===== config.mk =====
export PLATFORM = sky130hd
export DESIGN_NAME = bus_gate_arbiter_flat
export DESIGN_NICKNAME = d
export VERILOG_FILES = /design/src/rtl/bus_arb_pkg.sv /design/src/rtl/bus_gate_arbiter_if.sv /design/src/rtl/rr_pick4.sv /design/src/rtl/bus_gate_arbiter.sv /design/src/flat_wrapper.sv
export SDC_FILE = /design/constraint.sdc
export NUM_CORES = 1
export LEC_CHECK = 0
export BUFFER_PORTS_ARGS = -buffer_cell sky130_fd_sc_hd__buf_2
export CAP_MARGIN = 20
export CORE_AREA = 2 2 39 41
export DETAILED_ROUTE_END_ITERATION = 6
export DIE_AREA = 0 0 41 43
export HOLD_SLACK_MARGIN = 0.06
export PLACE_DENSITY = 0.73
export SLEW_MARGIN = 20
export SYNTH_ARGS = -nofsm -noshare
export SYNTH_HDL_FRONTEND = slang
export SYNTH_SLANG_ARGS = --single-unit

===== constraint.sdc =====
create_clock -name Clk -period 1.6 [get_ports Clk]
set_input_delay 0.16 -clock Clk [delete_from_list [all_inputs] [get_ports Clk]]
set_output_delay 0.16 -clock Clk [all_outputs]
set_load 0.02 [all_outputs]

===== src/rtl/bus_arb_pkg.sv =====
// bus_arb_pkg: shared types and source indices for the LC-3 bus gate arbiter.
// Imported by the interface, the picker and the arbiter top.
package bus_arb_pkg;

  typedef enum logic [1:0] {
    IDLE,
    GRANT,
    TURN
  } arb_state_t;

  localparam int SRC_ALU    = 0;
  localparam int SRC_PC     = 1;
  localparam int SRC_MARMUX = 2;
  localparam int SRC_MDR    = 3;
  localparam int NUM_SRC    = 4;

endpackage


===== src/rtl/bus_gate_arbiter_if.sv =====
// bus_gate_arbiter_if: request/gate bundle between bus sources and arbiter.
// master = requesting side, slave = arbiter side.
interface bus_gate_arbiter_if;
  import bus_arb_pkg::*;

  logic [NUM_SRC-1:0] req;
  logic               GateALU;
  logic               GatePC;
  logic               GateMARMUX;
  logic               GateMDR;
  logic [1:0]         owner;
  logic               busy;
  logic               timeout;

  modport master (
    output req,
    input  GateALU,
    input  GatePC,
    input  GateMARMUX,
    input  GateMDR,
    input  owner,
    input  busy,
    input  timeout
  );

  modport slave (
    input  req,
    output GateALU,
    output GatePC,
    output GateMARMUX,
    output GateMDR,
    output owner,
    output busy,
    output timeout
  );

endinterface


===== src/rtl/rr_pick4.sv =====
// rr_pick4: 4-way rotate-priority encoder.
// Searches upward from ptr+1; ptr itself has lowest priority.
module rr_pick4
  import bus_arb_pkg::*;
(
  input  logic [NUM_SRC-1:0] req,
  input  logic [1:0]         ptr,
  output logic               valid,
  output logic [1:0]         idx
);

  logic [1:0] cand;

  always_comb begin
    valid = |req;
    idx   = '0;
    cand  = '0;
    // Walk from farthest to nearest so the nearest hit wins.
    for (int k = NUM_SRC; k >= 1; k--) begin
      cand = ptr + 2'(k);
      if (req[cand]) idx = cand;
    end
  end

endmodule


===== src/rtl/bus_gate_arbiter.sv =====
// bus_gate_arbiter: round-robin owner of the four LC-3 bus gate enables.
// Define BUS_ARB_TIMEOUT_EN to revoke grants held beyond MAX_HOLD cycles.
module bus_gate_arbiter
  import bus_arb_pkg::*;
#(
  parameter int TURN_CYCLES = 1,
  parameter int MAX_HOLD    = 8
) (
  input logic               Clk,
  input logic               Reset,
  bus_gate_arbiter_if.slave bus
);

  localparam int TW =
    (TURN_CYCLES > 0) ? $clog2(TURN_CYCLES + 1) : 1;
  localparam logic [TW-1:0] TURN_LD = TW'(TURN_CYCLES);

  arb_state_t         state, state_n;
  logic [NUM_SRC-1:0] gates, gates_n;
  logic [NUM_SRC-1:0] mask;
  logic [1:0]         owner, owner_n;
  logic [1:0]         ptr, ptr_n;
  logic [TW-1:0]      tcnt, tcnt_n;
  logic               busy;
  logic               hold_hit;
  logic               pick_v;
  logic [1:0]         pick_idx;

  rr_pick4 u_pick (
    .req   (bus.req & ~mask),
    .ptr   (ptr),
    .valid (pick_v),
    .idx   (pick_idx)
  );

  always_comb begin
    state_n = state;
    gates_n = gates;
    owner_n = owner;
    ptr_n   = ptr;
    tcnt_n  = tcnt;
    unique case (state)
      IDLE: begin
        gates_n = '0;
        if (pick_v) begin
          state_n = GRANT;
          gates_n = NUM_SRC'(1) << pick_idx;
          owner_n = pick_idx;
          ptr_n   = pick_idx;
        end
      end
      GRANT: begin
        if (!bus.req[owner] || hold_hit) begin
          gates_n = '0;
          if (TURN_CYCLES > 0 || hold_hit) begin
            state_n = TURN;
            tcnt_n  = TURN_LD;
          end else begin
            state_n = IDLE;
          end
        end
      end
      TURN: begin
        gates_n = '0;
        if (tcnt <= TW'(1)) state_n = IDLE;
        else tcnt_n = tcnt - TW'(1);
      end
      default: begin
        state_n = IDLE;
        gates_n = '0;
      end
    endcase
  end

  always_ff @(posedge Clk) begin
    if (Reset) begin
      state <= IDLE;
      gates <= '0;
      owner <= '0;
      ptr   <= 2'd3;
      tcnt  <= '0;
      busy  <= 1'b0;
    end else begin
      state <= state_n;
      gates <= gates_n;
      owner <= owner_n;
      ptr   <= ptr_n;
      tcnt  <= tcnt_n;
      busy  <= (state_n != IDLE);
    end
  end

`ifdef BUS_ARB_TIMEOUT_EN
  localparam int HW = $clog2(MAX_HOLD + 1);
  localparam logic [HW-1:0] HOLD_MAX = HW'(MAX_HOLD);

  logic [HW-1:0] hcnt;
  logic          revoke;
  logic          timeout;

  assign hold_hit = (hcnt >= HOLD_MAX);
  assign revoke   = (state == GRANT) && bus.req[owner] && hold_hit;

  // hcnt counts gate-high cycles of the current grant, starting at 1.
  always_ff @(posedge Clk) begin
    if (Reset) begin
      hcnt    <= '0;
      mask    <= '0;
      timeout <= 1'b0;
    end else begin
      timeout <= revoke;
      mask    <= (mask & bus.req) |
                 (revoke ? (NUM_SRC'(1) << owner) : '0);
      if (state_n != GRANT)     hcnt <= '0;
      else if (state != GRANT)  hcnt <= HW'(1);
      else if (hcnt < HOLD_MAX) hcnt <= hcnt + HW'(1);
    end
  end

  assign bus.timeout = timeout;
`else
  assign hold_hit    = 1'b0;
  assign mask        = '0;
  assign bus.timeout = 1'b0;
`endif

  assign bus.GateALU    = gates[SRC_ALU];
  assign bus.GatePC     = gates[SRC_PC];
  assign bus.GateMARMUX = gates[SRC_MARMUX];
  assign bus.GateMDR    = gates[SRC_MDR];
  assign bus.owner      = owner;
  assign bus.busy       = busy;

endmodule

===== src/flat_wrapper.sv =====
// flat-port wrapper written by rule: the top's interface ports become plain ports
module bus_gate_arbiter_flat import bus_arb_pkg::*;
#(
  parameter int TURN_CYCLES = 1,
  parameter int MAX_HOLD    = 8
)
  (Clk, Reset, bus_req, bus_GateALU, bus_GatePC, bus_GateMARMUX, bus_GateMDR, bus_owner, bus_busy, bus_timeout);
  bus_gate_arbiter_if bus_i ();
  input logic Clk;
  input logic Reset;
  input wire logic [$bits(bus_i.req)-1:0] bus_req;
  output wire logic [$bits(bus_i.GateALU)-1:0] bus_GateALU;
  output wire logic [$bits(bus_i.GatePC)-1:0] bus_GatePC;
  output wire logic [$bits(bus_i.GateMARMUX)-1:0] bus_GateMARMUX;
  output wire logic [$bits(bus_i.GateMDR)-1:0] bus_GateMDR;
  output wire logic [$bits(bus_i.owner)-1:0] bus_owner;
  output wire logic [$bits(bus_i.busy)-1:0] bus_busy;
  output wire logic [$bits(bus_i.timeout)-1:0] bus_timeout;
  assign bus_i.req = bus_req;
  assign bus_GateALU = bus_i.GateALU;
  assign bus_GatePC = bus_i.GatePC;
  assign bus_GateMARMUX = bus_i.GateMARMUX;
  assign bus_GateMDR = bus_i.GateMDR;
  assign bus_owner = bus_i.owner;
  assign bus_busy = bus_i.busy;
  assign bus_timeout = bus_i.timeout;
  bus_gate_arbiter #(.TURN_CYCLES(TURN_CYCLES), .MAX_HOLD(MAX_HOLD)) u_core (.Clk(Clk), .Reset(Reset), .bus(bus_i));
endmodule

## Yosys cells after proc, flatten, opt, wreduce, memory -nomap -nowiden

Index checks and enable logic that the tools add are counted.

| word-level totals | value |
|---|---|
| bits in registers | 12 |
| output and inout bits | 8 |

| operators by class | value |
|---|---|
| add/sub/neg operators | 4 |
| order comparisons | 6 |
| eq/ne operators | 4 |
| shift operators | 1 |
| mux-type cells | 24 |
| reductions and logical operators | 6 |

Operator list:

| operator | count |
|---|---|
| 2-bit by 3-bit less-than comparator with 1-bit output, second input constant | 5 |
| 2-bit 2-to-1 mux | 7 |
| 1-bit binary-select mux with 2-bit select | 5 |
| 4-bit 2-to-1 mux | 2 |
| 4-bit one-hot mux with 2 select lines | 1 |
| 1-bit 2-to-1 mux | 7 |
| 2-bit one-hot mux with 3 select lines | 1 |
| 2-bit adder, second input constant | 2 |
| 2-bit inequality test, second input constant | 2 |
| 2-bit nonzero test | 2 |
| 4-bit OR reduction | 1 |
| 1-bit by 2-bit << shifter with 4-bit output, first input constant | 1 |
| 3-bit AND reduction | 1 |
| 2-bit by 1-bit adder with 2-bit output, second input constant | 1 |
| 2-bit by 1-bit equality test with 1-bit output, second input constant | 1 |
| 2-bit equality test, second input constant | 1 |
| 2-bit logical NOT | 1 |
| 1-bit one-hot mux with 2 select lines | 1 |
| 2-bit AND reduction | 1 |
| 1-bit <= comparator, second input constant | 1 |
| 1-bit subtractor, second input constant | 1 |

## Longest topological paths before layout

Gate-level depths: netlist of run 1.

| logic depth | value |
|---|---|
| word-level depth | 9 |
| gate-level depth with buffers | 5 |
| gate-level depth less buffers | 4 |

## Hierarchy

From an unflattened synthesis of run 1, not the netlist that was laid out.

| second synthesis, totals | value |
|---|---|
| cell total of the unflattened synthesis | 61 |
| area total of the unflattened synthesis | 543.0 um^2 |

By module, submodules not included:

| module | instances | cells an instance | area an instance (um^2) | seq. area each (um^2) |
|---|---|---|---|---|
| bus_gate_arbiter | 1 | 47 | 451.7 | 220.2 |
| rr_pick4 | 1 | 14 | 91.3 | 0.0 |

## Worst setup path after synthesis of run 1

No wires, ideal clock.

| path | value |
|---|---|
| path kind | flip-flop to flip-flop |
| start point | register u_core.owner[1] (netlist: u_core.bus.owner[1]) |
| end point | register u_core.gates[1] |
| library setup time | 117 ps |
| arrival time | 1399 ps |
| slack | 84 ps |
| stages on the path, launching flop included | 4 |
| cells stage by stage | dfxtp_1 mux4_2 nor3b_4 a22o_1 |

| between the ends | value |
|---|---|
| longest elaborated chain between the ends | 3 |

Ends and longest elaborated chain:

| what | line | source |
|---|---|---|
| start, declared | bus_gate_arbiter.sv:21 | `logic [1:0] owner, owner_n;` |
| start signal, assigned | bus_gate_arbiter.sv:86 | `owner <= owner_n;` |
| 1-bit binary-select mux with 2-bit select | bus_gate_arbiter.sv:53 | `if (!bus.req[owner] \|\| hold_hit) begin` |
| 1-bit 2-to-1 mux (not written as such) | bus_gate_arbiter.sv:53 |  |
| 2-bit inequality test (no source line) | -- |  |
| end signal, assigned | bus_gate_arbiter.sv:85 | `gates <= gates_n;` |
| end, declared | bus_gate_arbiter.sv:19 | `logic [NUM_SRC-1:0] gates, gates_n;` |

No other way between the ends. The select of a mux whose other input is x is not followed.
A chain may end at the register's enable or synchronous reset.

## Worst setup path after layout of run 1

Same ends and word-level chain as after synthesis.

==> impl_summary.log, run 1 <==
[metrics] run status: finished clean
[metrics] total number of placement rows: 14
[metrics] vias in the first global route: 383
[metrics] overall die height: 43 µm
[metrics] final worst-path setup slack: 0.1792 ns
[metrics] CP top delay family: multiplexers
[metrics] path depth of the worst reg2reg path: 3
[metrics] effective utilization at floorplan: 0.3752
[metrics] number of hold violations in the final report: 0
[metrics] number of buffers inserted by hold repair at cts: 0
[metrics] count of buffers added by post-CTS timing repair for setup: 0
[metrics] number of buffers and inverters on the critical path: 0
[metrics] DRT Wirelength: 1023 µm
[metrics] path type of the worst setup path: flip-flop to flip-flop
[metrics] Cell variety after synth: 30
[metrics] setup slack of the worst register-to-register path: 0.18 ns
[metrics] Final nets: 75
[metrics] highest clock frequency the design can meet: 703.8 MHz
[metrics] worst hold path class: primary input to flip-flop
[metrics] Cell Chain, Critical Path: mux4_2 -> nor3b_4 -> a22o_1
[metrics] ys async rst share: 0
[metrics] drt wl/cell: 12.18 µm
[metrics] H-tree depth reported by CTS: 1
[metrics] number of cells in the design after placement: 80
[metrics] post-route core utilization: 0.4403
[metrics] placement-stage cell area: 583.1 µm²
[metrics] count of cells along the worst hold path: 2
[metrics] most instantiated flip-flop cell in the synthesis netlist: sky130_fd_sc_hd__dfxtp_1
[metrics] gpl congestion: 0.7894
[metrics] insertion delay to the later sink of the worst-skew pair: 0.27 ns
[metrics] number of CTS-inserted buffers: 3
[metrics] peak per-stage delay on the critical path: 0.54 ns
[metrics] count of state elements after synthesis: 11
[metrics] GRT overflow: 0
[metrics] die outline area: 1763 µm²
[metrics] Worst setup SP type: flip-flop
[metrics] drt first-iter violations: 6
[metrics] final setup skew: 0.005756 ns
[metrics] drt first pass iters: 4
[metrics] # diodes: 0
[metrics] fraction of layout cells with a size suffix above 1: 0.2647
[metrics] CTS tree: built
[metrics] startpoint of the worst hold path: Reset
[metrics] Synth warnings: 0
[metrics] die width: 41 µm
[metrics] remaining antenna violation count: 0
[metrics] Via density: 5.321
[metrics] cell count after synthesis: 55
[metrics] clock-pin transition on the worst setup and hold timing paths: 0.07 ns
[metrics] pin count of the biggest net entering global routing: 14
[metrics] pwr/cell area: 1177 nW/µm²
[metrics] Crit Reg-Reg Startpoint: u_core.bus.owner[1]
[metrics] Levels on crit path: 3
[metrics] final count of negative-setup-slack endpoints: 0
[metrics] syn nets: 61
[metrics] Buffers on Ports: 12
[metrics] highest-delay cell along the critical path: sky130_fd_sc_hd__mux4_2
[metrics] number of antenna violations at the first check in global routing: 0
[metrics] reg2reg end: u_core.gates[1]
[metrics] number of cells in the finished layout apart from fillers: 84
[metrics] highest fanout seen on the critical path: 4
[metrics] leakage power of the design: 0.2599 nW
[metrics] setup TNS: 0 ns
[metrics] mean area per synthesized cell: 9.441 µm²
[metrics] CTS Root Cell: sky130_fd_sc_hd__clkbuf_4
[metrics] Max-Cap Viols: 0
[metrics] summed instance area of the synthesized netlist: 519.2 µm²
[metrics] area overhead of the layout relative to synthesis: 17.35%
[metrics] Seq/Total Area, Yosys: 0.4241
[metrics] clk sinks: 11
[metrics] final standard cell area without fillers: 609.3 µm²
[metrics] routed vias: 447
[metrics] min cycle time layout: 1.421 ns
[metrics] WP data required: 1.76 ns
[metrics] Placeable Area: 1384 µm²
[metrics] placed wire-length estimate after detailed placement: 750.3 µm
[metrics] critical path endpoint category: flip-flop
[metrics] final clock period utilization by the worst path: 0.8880
[metrics] IO Count: 14
[metrics] count of flip-flops with a built-in enable after synthesis: 0
[metrics] worst-case vdd ir drop: 577.9 µV
[metrics] gr usage total: 0.1384
[metrics] wire length of the first global-routing pass: 1704 µm
[metrics] dpl ws: 0.1983 ns
[metrics] setup repair after global routing missed its margin: no
[metrics] maximum clock insertion buffer count: 2
[metrics] Worst EP arrival: 1.58 ns
[metrics] post-detailed-route DRC marker count: 0
[metrics] endpoint of the worst hold-timing path: u_core.state[0]
[metrics] Max Slew Vio Count: 0
[metrics] post-cts gate resize count: 0
## registers in the layout, indices dropped and copies added, names as in the netlist
register / cells
u_core.ptr: 2
u_core.gates: 4
u_core.bus.busy: 1
u_core.bus.owner: 2
u_core.state: 2
## power breakdown
| part | switching [mW] | internal (mW) |
|---|---|---|
| combinational | 0.111 | 0.0804 |
| clock | 0.0910 | 0.0964 |
| sequential | 0.0291 | 0.309 |
## synthesized netlist by cell type, types with 2 or more instances
cell                       count  area share
sky130_fd_sc_hd__nand2b_1      3       0.036
sky130_fd_sc_hd__nand2_1       5       0.036
sky130_fd_sc_hd__nand3b_1      3       0.043
sky130_fd_sc_hd__a21oi_1       5       0.048
sky130_fd_sc_hd__dfxtp_1      11        0.42
sky130_fd_sc_hd__nor2_1        3       0.022
sky130_fd_sc_hd__nor3_1        2       0.019
## worst max path at each step
stage | from | to | slack (ns)
5_1_grt | u_core.ptr[1] | u_core.gates[1] | 0.10
6_report | u_core.bus.owner[1] | u_core.gates[1] | 0.18
3_3_place_gp | u_core.bus.owner[1] | u_core.gates[1] | 0.21
3_5_place_dp | u_core.bus.owner[1] | u_core.gates[1] | 0.20
2_1_floorplan | u_core.bus.owner[1] | u_core.gates[1] | 0.08
4_1_cts | u_core.bus.owner[1] | u_core.gates[1] | 0.18
## metal layers
metal	track usage	up-vias	routed length (µm)
li1	-	228	-
met1	0.1836	203	442
met2	0.2031	12	515
met3	0.03665	4	43
met4	0.06000	0	21
met5	0	-	0
## through the flow
step	hold WS [ns]	total power, mW
CTS	0.2345	0.7233
detailed placement	0.4412	0.5365
floorplan	0.3430	0.4853
finish	0.2319	0.7172
global placement	0.4545	0.5343
global route	0.2518	0.7656
## cell usage in the layout, fill, tap and decap left out
master,Yosys,layout
sky130_fd_sc_hd__buf_2,1,12
sky130_fd_sc_hd__dfxtp_1,11,11
sky130_fd_sc_hd__nand2_1,5,5
sky130_fd_sc_hd__a21oi_1,5,5
sky130_fd_sc_hd__nand2b_1,3,3
sky130_fd_sc_hd__nand3b_1,3,3
sky130_fd_sc_hd__nor2_1,3,3
sky130_fd_sc_hd__clkbuf_4,0,3
sky130_fd_sc_hd__nor3_1,2,2
sky130_fd_sc_hd__or2b_1,1,1
sky130_fd_sc_hd__a21boi_0,1,1
sky130_fd_sc_hd__mux2i_1,1,1
sky130_fd_sc_hd__o22a_1,1,1
sky130_fd_sc_hd__o21ai_2,1,1
sky130_fd_sc_hd__a21o_1,1,1
sky130_fd_sc_hd__a31oi_1,1,1
sky130_fd_sc_hd__a211oi_1,1,1
sky130_fd_sc_hd__mux4_2,1,1
sky130_fd_sc_hd__nor3b_4,1,1
sky130_fd_sc_hd__o21ai_0,1,1
sky130_fd_sc_hd__a211o_1,1,1
sky130_fd_sc_hd__a22o_1,1,1
sky130_fd_sc_hd__o41ai_1,1,1
sky130_fd_sc_hd__a32o_1,1,1
sky130_fd_sc_hd__or3_1,1,1
sky130_fd_sc_hd__o31a_1,1,1
sky130_fd_sc_hd__inv_1,1,1
sky130_fd_sc_hd__o21a_1,1,1
sky130_fd_sc_hd__conb_1,1,1
sky130_fd_sc_hd__clkbuf_1,1,1
## area by class of cell
| cell class | instances | area, µm² |
|---|---|---|
| flip-flops and latches | 11 | 220.2 |
| multi-input cells | 40 | 279.0 |
| well taps | 16 | 20.02 |
| inverters | 1 | 3.754 |
| clock buffers | 4 | 26.28 |
| repair buffers | 12 | 60.06 |
| fillers | 145 | 774.5 |
## logic make-up (layout without fill, tap and decap cells)
group,count (synthesis),in the layout,share of synthesized area
flops,11,11,0.4241
mux,2,2,0.06265
compound gates,18,18,0.2482
simple gates,19,19,0.2193
buf+inv,4,17,0.03854
other cells,1,1,0.007222
No activity file was read; power rests on OpenSTA's default activity.
==> inputs of run 2 (changes only) <==
BUFFER_PORTS_ARGS = -buffer_cell sky130_fd_sc_hd__buf_4   (was -buffer_cell sky130_fd_sc_hd__buf_2)
==> impl_summary.log, run 2 (same netlist as run 1, synthesis figures left out) <==
[metrics] Buffers on Ports: 12 (unchanged)
[metrics] post-route core utilization: 0.4629 (was 0.4403)
[metrics] # diodes: 0 (unchanged)
[metrics] highest clock frequency the design can meet: 703.1 MHz (was 703.8 MHz)
[metrics] GRT overflow: 0 (unchanged)
[metrics] worst hold path class: primary input to flip-flop (unchanged)
[metrics] setup repair after global routing missed its margin: no (unchanged)
[metrics] clk sinks: 11 (unchanged)
[metrics] Via density: 5.333 (was 5.321)
[metrics] count of buffers added by post-CTS timing repair for setup: 0 (unchanged)
[metrics] clock-pin transition on the worst setup and hold timing paths: 0.07 ns (about the same)
[metrics] die width: 41 µm (unchanged)
[metrics] post-detailed-route DRC marker count: 0 (unchanged)
[metrics] IO Count: 14 (unchanged)
[metrics] critical path endpoint category: flip-flop (unchanged)
[metrics] launching element of the worst setup path: u_core.bus.owner[1] (unchanged)
[metrics] worst-case vdd ir drop: 509.8 µV (was 577.9 µV)
[metrics] final worst-path setup slack: 0.1778 ns (was 0.1792 ns)
[metrics] drt first-iter violations: 9 (was 6)
[metrics] setup TNS: 0 ns (unchanged)
[metrics] Hold Slack: 0.1664 ns (was 0.2319 ns)
[metrics] setup slack of the worst register-to-register path: 0.18 ns (about the same)
[metrics] startpoint of the worst hold path: Reset (unchanged)
[metrics] path type of the worst setup path: flip-flop to flip-flop (unchanged)
[metrics] gr usage total: 0.1439 (was 0.1384)
[metrics] number of CTS-inserted buffers: 3 (unchanged)
[metrics] routed vias: 448 (was 447)
[metrics] Placeable Area: 1384 µm² (unchanged)
[metrics] H-tree depth reported by CTS: 1 (unchanged)
[metrics] pwr/cell area: 1138 nW/µm² (was 1177 nW/µm²)
[metrics] DRT Wirelength: 1007 µm (was 1023 µm)
[metrics] gpl congestion: 0.8052 (was 0.7894)
[metrics] CTS tree: built (unchanged)
[metrics] pin count of the biggest net entering global routing: 14 (unchanged)
[metrics] highest fanout seen on the critical path: 4 (unchanged)
[metrics] CTS Root Cell: sky130_fd_sc_hd__clkbuf_4 (unchanged)
[metrics] die outline area: 1763 µm² (unchanged)
[metrics] flip-flop count of the largest register, all copies and words added: 4 (unchanged)
[metrics] remaining antenna violation count: 0 (unchanged)
[metrics] wire length of the first global-routing pass: 1656 µm (was 1704 µm)
[metrics] post-cts gate resize count: 0 (unchanged)
[metrics] run status: finished clean (unchanged)
[metrics] leakage power of the design: 0.2680 nW (was 0.2599 nW)
[metrics] placement-stage cell area: 613.1 µm² (was 583.1 µm²)
[metrics] insertion delay to the later sink of the worst-skew pair: 0.26 ns (was 0.27 ns)
[metrics] final standard cell area without fillers: 640.6 µm² (was 609.3 µm²)
[metrics] Final nets: 75 (unchanged)
[metrics] area overhead of the layout relative to synthesis: 23.37% (was 17.35%)
[metrics] placed wire-length estimate after detailed placement: 726.3 µm (was 750.3 µm)
[metrics] vias in the first global route: 395 (was 383)
[metrics] number of hold violations in the final report: 0 (unchanged)
[metrics] drt wl/cell: 11.99 µm (was 12.18 µm)
[metrics] number of antenna violations at the first check in global routing: 0 (unchanged)
[metrics] fraction of layout cells with a size suffix above 1: 0.2794 (was 0.2647)
[metrics] WP data required: 1.76 ns (about the same)
[metrics] most common cell after layout, fill and taps aside: sky130_fd_sc_hd__buf_4 (was sky130_fd_sc_hd__buf_2)
[metrics] effective utilization at floorplan: 0.3752 (unchanged)
[metrics] number of buffers inserted by hold repair at cts: 0 (unchanged)
[metrics] Crit Reg-Reg Startpoint: u_core.bus.owner[1] (unchanged)
[metrics] final clock period utilization by the worst path: 0.8889 (was 0.8880)
[metrics] drt first pass iters: 4 (unchanged)
[metrics] dpl ws: 0.1865 ns (was 0.1983 ns)
[metrics] maximum clock insertion buffer count: 2 (unchanged)
[metrics] Worst setup SP type: flip-flop (unchanged)
[metrics] top library cells by usage in the layout, fill and taps aside: sky130_fd_sc_hd__buf_4, sky130_fd_sc_hd__dfxtp_1, sky130_fd_sc_hd__nand2_1, sky130_fd_sc_hd__a21oi_1 (was sky130_fd_sc_hd__buf_2, sky130_fd_sc_hd__dfxtp_1, sky130_fd_sc_hd__nand2_1, sky130_fd_sc_hd__a21oi_1)
[metrics] Worst EP arrival: 1.58 ns (about the same)
[metrics] min cycle time layout: 1.422 ns (was 1.421 ns)
[metrics] register containing the most flip-flops in the final layout: u_core.gates (unchanged)
[metrics] Max Slew Vio Count: 0 (unchanged)
[metrics] final count of negative-setup-slack endpoints: 0 (unchanged)
[metrics] total number of placement rows: 14 (unchanged)
[metrics] Max-Cap Viols: 0 (unchanged)
[metrics] overall die height: 43 µm (unchanged)
[metrics] final setup skew: 0.005007 ns (was 0.005756 ns)
[run 2: changes by cell type in the layout (fill, tap and decap cells not counted)]
cell,change
sky130_fd_sc_hd__buf_2,-12
sky130_fd_sc_hd__clkbuf_1,-1
sky130_fd_sc_hd__buf_4,+12
sky130_fd_sc_hd__clkinv_2,+1
[run 2: critical path, cell delays in order, from the launching register on]
cell and delay (ns):
sky130_fd_sc_hd__dfxtp_1 0.37, sky130_fd_sc_hd__mux4_2 0.54, sky130_fd_sc_hd__nor3b_4 0.18, sky130_fd_sc_hd__a22o_1 0.22
[run 2: report_power, final]
part	leakage, nW	total (mW)	switching (mW)	internal [mW]
registers	0.0908	0.339	0.0299	0.309
logic	0.160	0.207	0.112	0.0950
clock network	0.0177	0.183	0.0907	0.0924
total	0.268	0.729	0.232	0.497
[run 2: per-stage QoR]
stage / std cells / total power [mW]
4_1_cts: 84 / 0.7422
3_3_place_gp: 80 / 0.5510
5_1_grt: 84 / 0.7767
2_1_floorplan: 55 / 0.4853
6_report: 84 / 0.7291
3_5_place_dp: 80 / 0.5523
[run 2: path summary, 6_finish.rpt]
path / end / cells after the start
setup / recovery: u_core.gates[1] / 3
hold / removal: u_core.state[0] / 2
setup reg to reg: u_core.gates[1] / 3
hold reg to reg: u_core.gates[0] / 2
[run 2: cell type report]
type	instances	area, µm²
fill	138	743.2
multi-input combinational	40	279.0
sequential	11	220.2
timing repair buffer	12	90.09
clock buffer	3	22.52
tap	16	20.02
clock inverter	1	5.005
inverter	1	3.754
[run 2: layer usage]
| metal | GRT usage | wire (µm) |
|---|---|---|
| met2 | 0.2125 | 529 |
| met3 | 0.07853 | 28 |
| met1 | 0.1656 | 435 |
| met5 | 0 | 0 |
| met4 | 0.06000 | 14 |
